[src/rtl/cacheline_adaptor_pkg.sv]
// Shared types and default geometry for the cache-line <-> memory-burst adaptor.
//   adaptor_state_e : FSM encoding
//   BEATS / BEAT_IDX_W / OFFSET_W : derived from the default 256-bit line, 64-bit beat
package cacheline_adaptor_pkg;
  localparam int LINE_W_DEF  = 256;
  localparam int BURST_W_DEF = 64;
  localparam int ADDR_W_DEF  = 32;

  localparam int BEATS      = LINE_W_DEF / BURST_W_DEF;
  localparam int BEAT_IDX_W = $clog2(BEATS);
  localparam int OFFSET_W   = $clog2(LINE_W_DEF / 8);

  typedef enum logic [2:0] {
    IDLE     = 3'd0,
    RD_BURST = 3'd1,
    RD_DONE  = 3'd2,
    WR_BURST = 3'd3,
    WR_DONE  = 3'd4
  } adaptor_state_e;
endpackage

[src/rtl/cacheline_adaptor_if.sv]
// Bus bundle between cache (line side) and main memory (burst side).
//   Cache side : line_i, address_i, read_i, write_i -> adaptor; line_o, resp_o <- adaptor
//   Memory side: burst_i, resp_i -> adaptor; burst_o, address_o, read_o, write_o <- adaptor
//   modport slave  : the adaptor's view
//   modport master : the environment's view (cache + memory)
interface cacheline_adaptor_if #(
  parameter int LINE_W  = 256,
  parameter int BURST_W = 64,
  parameter int ADDR_W  = 32
);
  logic [LINE_W-1:0]  line_i;
  logic [LINE_W-1:0]  line_o;
  logic [ADDR_W-1:0]  address_i;
  logic               read_i;
  logic               write_i;
  logic               resp_o;
  logic [BURST_W-1:0] burst_i;
  logic [BURST_W-1:0] burst_o;
  logic [ADDR_W-1:0]  address_o;
  logic               read_o;
  logic               write_o;
  logic               resp_i;

  modport slave (
    input  line_i, address_i, read_i, write_i, burst_i, resp_i,
    output line_o, resp_o, burst_o, address_o, read_o, write_o
  );

  modport master (
    output line_i, address_i, read_i, write_i, burst_i, resp_i,
    input  line_o, resp_o, burst_o, address_o, read_o, write_o
  );
endinterface

[src/rtl/cacheline_adaptor_line_beat_buffer.sv]
// Line-wide register organised as BEATS beat slots.
//   load/load_line        : parallel load of a whole line (write-back capture)
//   wr_en/wr_idx/wr_beat  : store one beat into slot wr_idx (read fill)
//   rd_idx/rd_beat        : beat-indexed read mux (write-back streaming)
//   line                  : whole buffer, beat 0 in the low bits
// Parallel load has priority over a beat write.
module line_beat_buffer #(
  parameter  int LINE_W  = 256,
  parameter  int BURST_W = 64,
  localparam int NB      = LINE_W / BURST_W,
  localparam int IDX_W   = $clog2(NB)
) (
  input  logic               clk,
  input  logic               rst,
  input  logic               load,
  input  logic [LINE_W-1:0]  load_line,
  input  logic               wr_en,
  input  logic [IDX_W-1:0]   wr_idx,
  input  logic [BURST_W-1:0] wr_beat,
  input  logic [IDX_W-1:0]   rd_idx,
  output logic [BURST_W-1:0] rd_beat,
  output logic [LINE_W-1:0]  line
);
  logic [NB-1:0][BURST_W-1:0] mem;

  for (genvar b = 0; b < NB; b++) begin : g_slot
    always_ff @(posedge clk or negedge rst) begin
      if (!rst)                                 mem[b] <= '0;
      else if (load)                            mem[b] <= load_line[b*BURST_W +: BURST_W];
      else if (wr_en && wr_idx == IDX_W'(b))    mem[b] <= wr_beat;
    end
  end

  assign rd_beat = mem[rd_idx];
  assign line    = mem;
endmodule

[src/rtl/cacheline_adaptor.sv]
// Memory-side responder for the cache pmem port. Turns one whole-line read or
// write request into a BEATS-long burst on the memory port and answers the
// cache with a single-cycle resp_o.
//   clk, rst : clock, asynchronous active-low reset
//   bus      : cacheline_adaptor_if.slave (cache line side + memory burst side)
module cacheline_adaptor
  import cacheline_adaptor_pkg::*;
#(
  parameter int LINE_W  = LINE_W_DEF,
  parameter int BURST_W = BURST_W_DEF,
  parameter int ADDR_W  = ADDR_W_DEF
) (
  input logic              clk,
  input logic              rst,
  cacheline_adaptor_if.slave bus
);
  localparam int NB    = LINE_W / BURST_W;
  localparam int IDX_W = $clog2(NB);
  localparam int OFF_W = $clog2(LINE_W / 8);

  adaptor_state_e      state, state_nxt;
  logic [IDX_W-1:0]    k;
  logic [ADDR_W-1:0]   addr_q;
  logic [LINE_W-1:0]   fill_q;
  logic [LINE_W-1:0]   buf_line;
  logic [BURST_W-1:0]  buf_beat;
  logic                in_burst, last_beat, take_req, buf_load, buf_wr;
  logic                unused_addr_lsb;

  assign in_burst  = (state == RD_BURST) || (state == WR_BURST);
  assign last_beat = bus.resp_i && (k == IDX_W'(NB - 1));
  assign take_req  = (state == IDLE) && (bus.read_i || bus.write_i);
  // Read wins when both are requested, so the line is only captured for a pure write.
  assign buf_load  = (state == IDLE) && !bus.read_i && bus.write_i;
  assign buf_wr    = (state == RD_BURST) && bus.resp_i;
  assign unused_addr_lsb = ^bus.address_i[OFF_W-1:0];

  always_ff @(posedge clk or negedge rst) begin
    if (!rst) state <= IDLE;
    else      state <= state_nxt;
  end

  always_comb begin
    state_nxt = state;
    case (state)
      IDLE:     if (bus.read_i)       state_nxt = RD_BURST;
                else if (bus.write_i) state_nxt = WR_BURST;
      RD_BURST: if (last_beat)        state_nxt = RD_DONE;
      RD_DONE:                        state_nxt = IDLE;
      WR_BURST: if (last_beat)        state_nxt = WR_DONE;
      WR_DONE:                        state_nxt = IDLE;
      default:                        state_nxt = IDLE;
    endcase
  end

  // Beat counter: advances only on strobes inside a burst and wraps to 0 on the
  // last beat; held at 0 everywhere else so strobes outside a burst are dropped.
  always_ff @(posedge clk or negedge rst) begin
    if (!rst)                      k <= '0;
    else if (in_burst && bus.resp_i) k <= k + 1'b1;
    else if (!in_burst)            k <= '0;
  end

  always_ff @(posedge clk or negedge rst) begin
    if (!rst)          addr_q <= '0;
    else if (take_req) addr_q <= {bus.address_i[ADDR_W-1:OFF_W], {OFF_W{1'b0}}};
  end

  // The buffer is reused by later bursts, so the completed fill is copied out in
  // RD_DONE and line_o holds that copy until the next read completes.
  always_ff @(posedge clk or negedge rst) begin
    if (!rst)                  fill_q <= '0;
    else if (state == RD_DONE) fill_q <= buf_line;
  end

  line_beat_buffer #(.LINE_W(LINE_W), .BURST_W(BURST_W)) u_buf (
    .clk       (clk),
    .rst       (rst),
    .load      (buf_load),
    .load_line (bus.line_i),
    .wr_en     (buf_wr),
    .wr_idx    (k),
    .wr_beat   (bus.burst_i),
    .rd_idx    (k),
    .rd_beat   (buf_beat),
    .line      (buf_line)
  );

  assign bus.read_o    = (state == RD_BURST);
  assign bus.write_o   = (state == WR_BURST);
  assign bus.resp_o    = (state == RD_DONE) || (state == WR_DONE);
  assign bus.address_o = addr_q;
  assign bus.burst_o   = (state == WR_BURST) ? buf_beat : '0;
  assign bus.line_o    = (state == RD_DONE) ? buf_line : fill_q;
endmodule

[src/flat_wrapper.sv]
// flat-port wrapper written by rule: the top's interface ports become plain ports
module cacheline_adaptor_flat import cacheline_adaptor_pkg::*;
#(
  parameter int LINE_W  = LINE_W_DEF,
  parameter int BURST_W = BURST_W_DEF,
  parameter int ADDR_W  = ADDR_W_DEF
)
  (clk, rst, bus_line_i, bus_address_i, bus_read_i, bus_write_i, bus_burst_i, bus_resp_i, bus_line_o, bus_resp_o, bus_burst_o, bus_address_o, bus_read_o, bus_write_o);
  cacheline_adaptor_if #(.LINE_W(LINE_W), .BURST_W(BURST_W), .ADDR_W(ADDR_W)) bus_i ();
  input logic clk;
  input logic rst;
  input wire logic [$bits(bus_i.line_i)-1:0] bus_line_i;
  input wire logic [$bits(bus_i.address_i)-1:0] bus_address_i;
  input wire logic [$bits(bus_i.read_i)-1:0] bus_read_i;
  input wire logic [$bits(bus_i.write_i)-1:0] bus_write_i;
  input wire logic [$bits(bus_i.burst_i)-1:0] bus_burst_i;
  input wire logic [$bits(bus_i.resp_i)-1:0] bus_resp_i;
  output wire logic [$bits(bus_i.line_o)-1:0] bus_line_o;
  output wire logic [$bits(bus_i.resp_o)-1:0] bus_resp_o;
  output wire logic [$bits(bus_i.burst_o)-1:0] bus_burst_o;
  output wire logic [$bits(bus_i.address_o)-1:0] bus_address_o;
  output wire logic [$bits(bus_i.read_o)-1:0] bus_read_o;
  output wire logic [$bits(bus_i.write_o)-1:0] bus_write_o;
  assign bus_i.line_i = bus_line_i;
  assign bus_i.address_i = bus_address_i;
  assign bus_i.read_i = bus_read_i;
  assign bus_i.write_i = bus_write_i;
  assign bus_i.burst_i = bus_burst_i;
  assign bus_i.resp_i = bus_resp_i;
  assign bus_line_o = bus_i.line_o;
  assign bus_resp_o = bus_i.resp_o;
  assign bus_burst_o = bus_i.burst_o;
  assign bus_address_o = bus_i.address_o;
  assign bus_read_o = bus_i.read_o;
  assign bus_write_o = bus_i.write_o;
  cacheline_adaptor #(.LINE_W(LINE_W), .BURST_W(BURST_W), .ADDR_W(ADDR_W)) u_core (.clk(clk), .rst(rst), .bus(bus_i));
endmodule
[config.mk]
export PLATFORM = sky130hd
export DESIGN_NAME = cacheline_adaptor_flat
export DESIGN_NICKNAME = d
export VERILOG_FILES = /design/src/rtl/cacheline_adaptor_pkg.sv /design/src/rtl/cacheline_adaptor_if.sv /design/src/rtl/cacheline_adaptor_line_beat_buffer.sv /design/src/rtl/cacheline_adaptor.sv /design/src/flat_wrapper.sv
export SDC_FILE = /design/constraint.sdc
export NUM_CORES = 1
export LEC_CHECK = 0
export CORE_AREA = 3 3 279 281
export DETAILED_ROUTE_END_ITERATION = 10
export DIE_AREA = 0 0 282 284
export GPL_ROUTABILITY_DRIVEN = 1
export HOLD_SLACK_MARGIN = 0.15
export MAX_ROUTING_LAYER = met4
export PLACE_DENSITY = 0.6
export SKIP_LAST_GASP = 1
export SYNTH_ARGS = -nofsm -noshare
export SYNTH_HDL_FRONTEND = slang
export SYNTH_HIERARCHICAL = 1
export SYNTH_SLANG_ARGS = --single-unit
[constraint.sdc]
create_clock -name clk -period 2.6 [get_ports clk]
set_clock_uncertainty 0.15 [all_clocks]
set_input_delay 0.52 -clock clk [delete_from_list [all_inputs] [get_ports clk]]
set_output_delay 0.52 -clock clk [all_outputs]
set_load 0.02 [all_outputs]
Yosys cells after proc, flatten, opt, wreduce, memory -nomap -nowiden
Index checks and enable logic that the tools add are counted.
Widths: inputs -> output; s select.
{ "totals": {"inputBits": 357, "rom_bits": 0, "out_inout_bits": 355, "memories": 0, "latchBits": 0, "mem_bits_rw": 0, "word_cells": 61, "regBits": 544} }
{ "op_classes": {"n_addsub": 1, "eq_ne": 11, "mux": 19, "n_reduce_logical": 21, "order_cmp": 1, "shifts": 0, "multipliers": 0, "div_mod_pow": 0, "bitwise": 0} }
{ "op_table": {"columns": ["operator", "n"], "rows": [
  ["$mux 64", 10],
  ["$mux 256", 1],
  ["$bmux 64 s2", 1],
  ["$mux 3", 4],
  ["$logic_and 1x1->1", 10],
  ["$pmux 3 s3", 1],
  ["$reduce_bool 2->1", 4],
  ["$eq 3x2->1 const B", 2],
  ["$eq 2x2->1 const B", 2],
  ["$mux 2", 2],
  ["$ne 2x1->1 const B", 2],
  ["$eq 3x1->1 const B", 1],
  ["$eq 3x3->1 const B", 1],
  ["$logic_not 3->1", 1],
  ["$logic_or 1x1->1", 3],
  ["$lt 2x3->1 const B", 1],
  ["$ne 3x3->1 const B", 1],
  ["$reduce_and 3->1", 1],
  ["$add 2x1->2 const B", 1],
  ["$eq 2x1->1 const B", 1],
  ["$logic_not 2->1", 1],
  ["$ne 2x2->1 const B", 1],
  ["$logic_not 1->1", 1]
]} }

Depth between registers and ports, before layout
{ "depth": {"ltp_word": 5, "depth_mapped": 10, "ltp_nobuf": 6} }

Cells and area by module
The synthesis kept the hierarchy.
{ "by_module_without_submodules": {"columns": ["mod", "n_inst", "area_each_um2", "seq_area_each_um2", "cells_each"], "rows": [
  ["line_beat_buffer", 1, 13954.6, 6406.1, 1242],
  ["cacheline_adaptor", 1, 11307.1, 7206.9, 712]
]} }

Least setup slack after synthesis
Ideal clock, no wire load.
{ "synth_path": {"kind": "register to output", "from": "register u_core.k[0]", "to": "output port bus_burst_o[10]", "path_stages_with_launch": 5, "path_buffers": 2, "t_arrival_ps": 1701, "path_slack_ps": 229, "t_required_ps": 1930, "path_cell_list": "dfrtp_1 -> buf_2 -> buf_4 -> mux4_2 -> and3_1"} }
{ "synth_via": {"elab_chain_cells": 3} }
{ "synth_rtl": {"columns": ["element", "line_no", "text"], "rows": [
  ["from (decl)", "cacheline_adaptor.sv:22", "logic [IDX_W-1:0] k;"],
  ["from (signal assigned)", "cacheline_adaptor.sv:60", "else if (in_burst && bus.resp_i) k <= k + 1'b1;"],
  ["$bmux 64 s2", "cacheline_adaptor_line_beat_buffer.sv:34", "assign rd_beat = mem[rd_idx];"],
  ["$mux 64 (implied by the code)", "cacheline_adaptor_line_beat_buffer.sv:34", null],
  ["net u_core.buf_beat[10]", "cacheline_adaptor.sv:26", "logic [BURST_W-1:0] buf_beat;"],
  ["$mux 64", "cacheline_adaptor.sv:93", "assign bus.burst_o = (state == WR_BURST) ? buf_beat : '0;"],
  ["to (decl)", "flat_wrapper.sv:20", "output wire logic [$bits(bus_i.burst_o)-1:0] bus_burst_o;"]
]} }
The timed path passes the listed nets, and every way through them passes these cells. The select of a mux whose other input is x is not followed.

Worst setup path in the final report
{ "layout_path": {"from": "register u_core.state[2]", "to": "output port bus_line_o[152]"} }
{ "layout_via": {"elab_chain_cells": 2} }
{ "layout_rtl": {"columns": ["element", "line_no", "text"], "rows": [
  ["from (decl)", "cacheline_adaptor.sv:21", "adaptor_state_e state, state_nxt;"],
  ["from (signal assigned)", "cacheline_adaptor.sv:40", "else state <= state_nxt;"],
  ["$eq 3x2->1", "cacheline_adaptor.sv:94", "assign bus.line_o = (state == RD_DONE) ? buf_line : fill_q;"],
  ["$mux 256", "cacheline_adaptor.sv:94", null],
  ["to (decl)", "flat_wrapper.sv:18", "output wire logic [$bits(bus_i.line_o)-1:0] bus_line_o;"]
]} }
Every way passes these cells.

==> results by group <==
Outcome
  – Outcome: finished with violations
  – Violations in the final reports: negative setup slack

Clock tree
  – Clock Tree Buf Depth: 3
  – Clock transition at the registers of the reported paths: 0.06 ns
  – Clock buffer count from CTS: 60
  – Clock tree from TritonCTS: yes
  – Count of clock tree sinks: 544
  – Deepest level of the CTS H-tree: 2
  – Worst-skew pair later-pin latency: approximately 0.60 ns
  – Root Buffer Master: clkbuf_16

Drt
  – Final antenna-violating net count: 0
  – Number of vias per cell: 4.95
  – Number of vias after detailed routing: roughly 19000
  – Number of design-rule violations left by the first detailed-router iteration: approximately 1100
  – Number of iterations in the first detailed-routing pass: 5
  – Routed wire per std cell: 23.4 microns
  – Number of remaining DRC errors: 0
  – Post-Route WL: about 89000 microns

STA
  – Total negative slack: -123.35 ns
  – Final clock period utilization by the worst path: 117%
  – Max-slew violation count: 0
  – Final Setup Violations: between 400 and 500
  – Hold Worst Slack: between 0.2 and 0.3 ns
  – Total count of hold-check failures in the final report: 0
  – Maximum clock frequency: roughly 330 MHz
  – RSZ-0062 raised after global routing: true
  – Worst slew pin tran: 0.504 ns
  – Slew Limit Headroom: about 66%
  – Post-route worst setup slack: -0.449 ns
  – Minimum clock period: 3.05 ns

Pwr
  – Total power divided by cell area: ~1300 nW/um^2
  – Sw Share: 36.5%
  – Clk pwr share: around 18%
  – Cell-internal power: around 32 mW
  – Sequential cell fraction of total power: 30.5%
  – Overall power: 50.1 mW
  – Largest vdd supply drop: 0.000704 V
  – Leakage dissipation: 16.9 nW
  – Portion of total power attributed to combinational logic: about half
  – Power spent charging and discharging nets: 18.3 mW

Hold path
  – Worst hold-check path type: primary input to async pin

Global routing
  – Pin count of the biggest net entering global routing: 69
  – Number of antenna violations at the first check in global routing: 9
  – Global router's overall resource usage: a little over a fifth
  – Residual overflow from global routing: 0
  – Vias in the first global route: 20400
  – First-pass GRT wire length: 127000 microns

Worst setup path
  – Arr. time, crit path: 2.38 ns
  – Req. time, crit path: 1.93 ns
  – Kind of launch point of the worst setup path: flop
  – Maximum fanout along the worst path: 9
  – Endpoint type of the worst setup path: output port
  – Setup Crit Path Kind: flop to output port
  – Reg2reg setup slack: -0.10 ns

Place
  – Placed inst area: 34100 sq um
  – Gpl congestion: 0.861
  – Number of input and output port buffers inserted: 701
  – Placed insts: about 3600
  – Final HPWL from detailed placement: 62200 microns

Floorplanning
  – Number of primary I/O pins: 712
  – Starting density of the core: 33.4%
  – Die Outline Area: 80100 sq um
  – Floorplan die width: around 280 microns
  – CORE AREA: 75700 sq um
  – Overall die height: about 280 microns
  – Number of placement rows: 101

Synth
  – Register area share after synthesis: 53.9%
  – Post-synthesis cell area: 25300 sq um
  – Area share of the largest cell type after synthesis: between 50% and 60%
  – Mean instance size in the synthesized netlist: 12.9 sq um
  – Top area cells in the synthesized netlist: dfrtp_1 (54%), mux2_2 (16%), mux2_4 (7.1%), nand2_1 (6.7%), mux4_2 (5.7%)
  – Dominant cell type by area after synthesis: dfrtp_1
  – Gate count after technology mapping: 1954
  – Total number of yosys warnings: 6
  – Post-synthesis register bit count: between 500 and 600
  – Distinct cell type count of the synthesized netlist: 36

Cells and area
  – Fraction of layout cells with a size suffix above 1: 41.9%
  – Commonest cells after routing, fill and taps aside: dfrtp_1 (541), nand2_1 (449), clkdlybuf4s50_1 (379), mux2_4 (266), mux2_2 (208)
  – Cell Count, Final, Fillers Out: 3816
  – Number of fill cells: 6619
  – Most common cell after layout, fill and taps aside: dfrtp_1
  – Final Net Count: 3142
  – Finished Cell Area: 37500 sq um
  – Area growth syn-to-layout: 48.3%

Flow run
  – Number of max-cap violations: 0
## worst max-delay path, stage by stage (launching register included)
cell	delay [ns]
dfrtp_1	0.40
nor3b_4	0.32
buf_12	0.20
buf_12	0.16
buf_12	0.14
mux2_2	0.37
buf_4	0.17
## worst paths after layout
kind,from,endpoint,cells after the start
max reg2reg,u_core/state[0],u_core/u_buf/line[15],8
min reg2reg,u_core/bus.address_o[30],u_core/bus.address_o[30],1
min in group clk,bus_line_i[194],u_core/u_buf/line[194],3
max in group asynchronous,rst,u_core/u_buf/line[227],3
min,rst,u_core/u_buf/line[157],2
max,u_core/state[2],bus_line_o[152],6
## metrics by stage
step / util (%) / worst slack (ns)
global route: 49.5 / -0.536
finish: 49.5 / -0.449
floorplan: - / 0.229
detailed placement: 45.0 / -0.385
global placement: 45.0 / -0.331
CTS: 47.7 / -0.834
## synthesized netlist by cell type
cell,instances
inv_1,1
xnor2_1,2
mux2_4,120
and3_1,64
mux2i_1,1
a31o_1,2
buf_6,21
inv_2,1
a21boi_0,1
nand2b_1,66
and2_1,2
buf_2,40
a31oi_4,1
nand4b_1,1
nor2_1,69
nor3b_2,1
ha_1,1
nor4_1,1
mux2_1,1
dfrtp_1,544
clkbuf_2,2
buf_12,12
nand3_1,1
mux4_2,64
buf_4,36
a31o_2,1
clkbuf_1,19
conb_1,1
a31oi_1,65
mux2_2,354
nor4_4,1
nand2_1,449
or3_1,1
a21o_1,1
nor2b_1,1
buf_1,6
## timing repair
| action | in CTS | in global routing |
|---|---|---|
| gates resized for setup | 69 | 1512 |
| cloned | 0 | 21 |
| setup endpoints to repair | 485 | 579 |
| pin swaps | 0 | 1 |
| endpoints found under the hold margin | 434 | 0 |
| setup buffers | 2 | 36 |
| hold buffers | 1 | 0 |
## power by group through the flow
stage | sequential (mW) | clock, mW | combinational (mW)
floorplan | 14.5 | 0 | 13.9
global placement | 15.0 | 0 | 23.9
detailed placement | 15.2 | 0 | 24.1
CTS | 15.1 | 9.20 | 23.8
global route | 15.7 | 9.56 | 27.1
finish | 15.3 | 8.99 | 25.8
## layer usage
metal	global-route usage (%)	wire, microns	vias up
li1	-	-	8407
met1	25.8	36000	9677
met2	36.0	45100	663
met3	3.26	5170	160
met4	8.32	3180	0
met5	-	0	-
## logic make-up after synthesis
kind of cell             share of synthesized area [%]
adder cells (fa/ha/maj)                         0.0495
flip-flops                                        53.9
buffers and inverters                             4.19
multiplexers                                      28.7
other                                           0.0148
AO/OA/AOI/OAI                                     1.86
XOR/XNOR                                        0.0694
AND/OR/NAND/NOR                                   11.2
## cell type report
class	instances	area (sq um)	share of cell area, %
Clock buffer	83	1720	4.59
Clock inverter	26	368	0.982
Tap cell	978	1220	3.27
Antenna cell	7	17.5	0.0468
Timing Repair Buffer	900	9180	24.5
Multi-Input combinational cell	1276	11300	30.2
Sequential cell	544	13600	36.4
Inverter	2	7.51	0.0200
## registers in the layout (all words and copies together), names as in the netlist
name                  flops
u_core/fill_q           256
u_core/u_buf/line       256
u_core/bus.address_o     27
u_core/state              3
u_core/k                  2
Power figures use the tool's default switching activity.
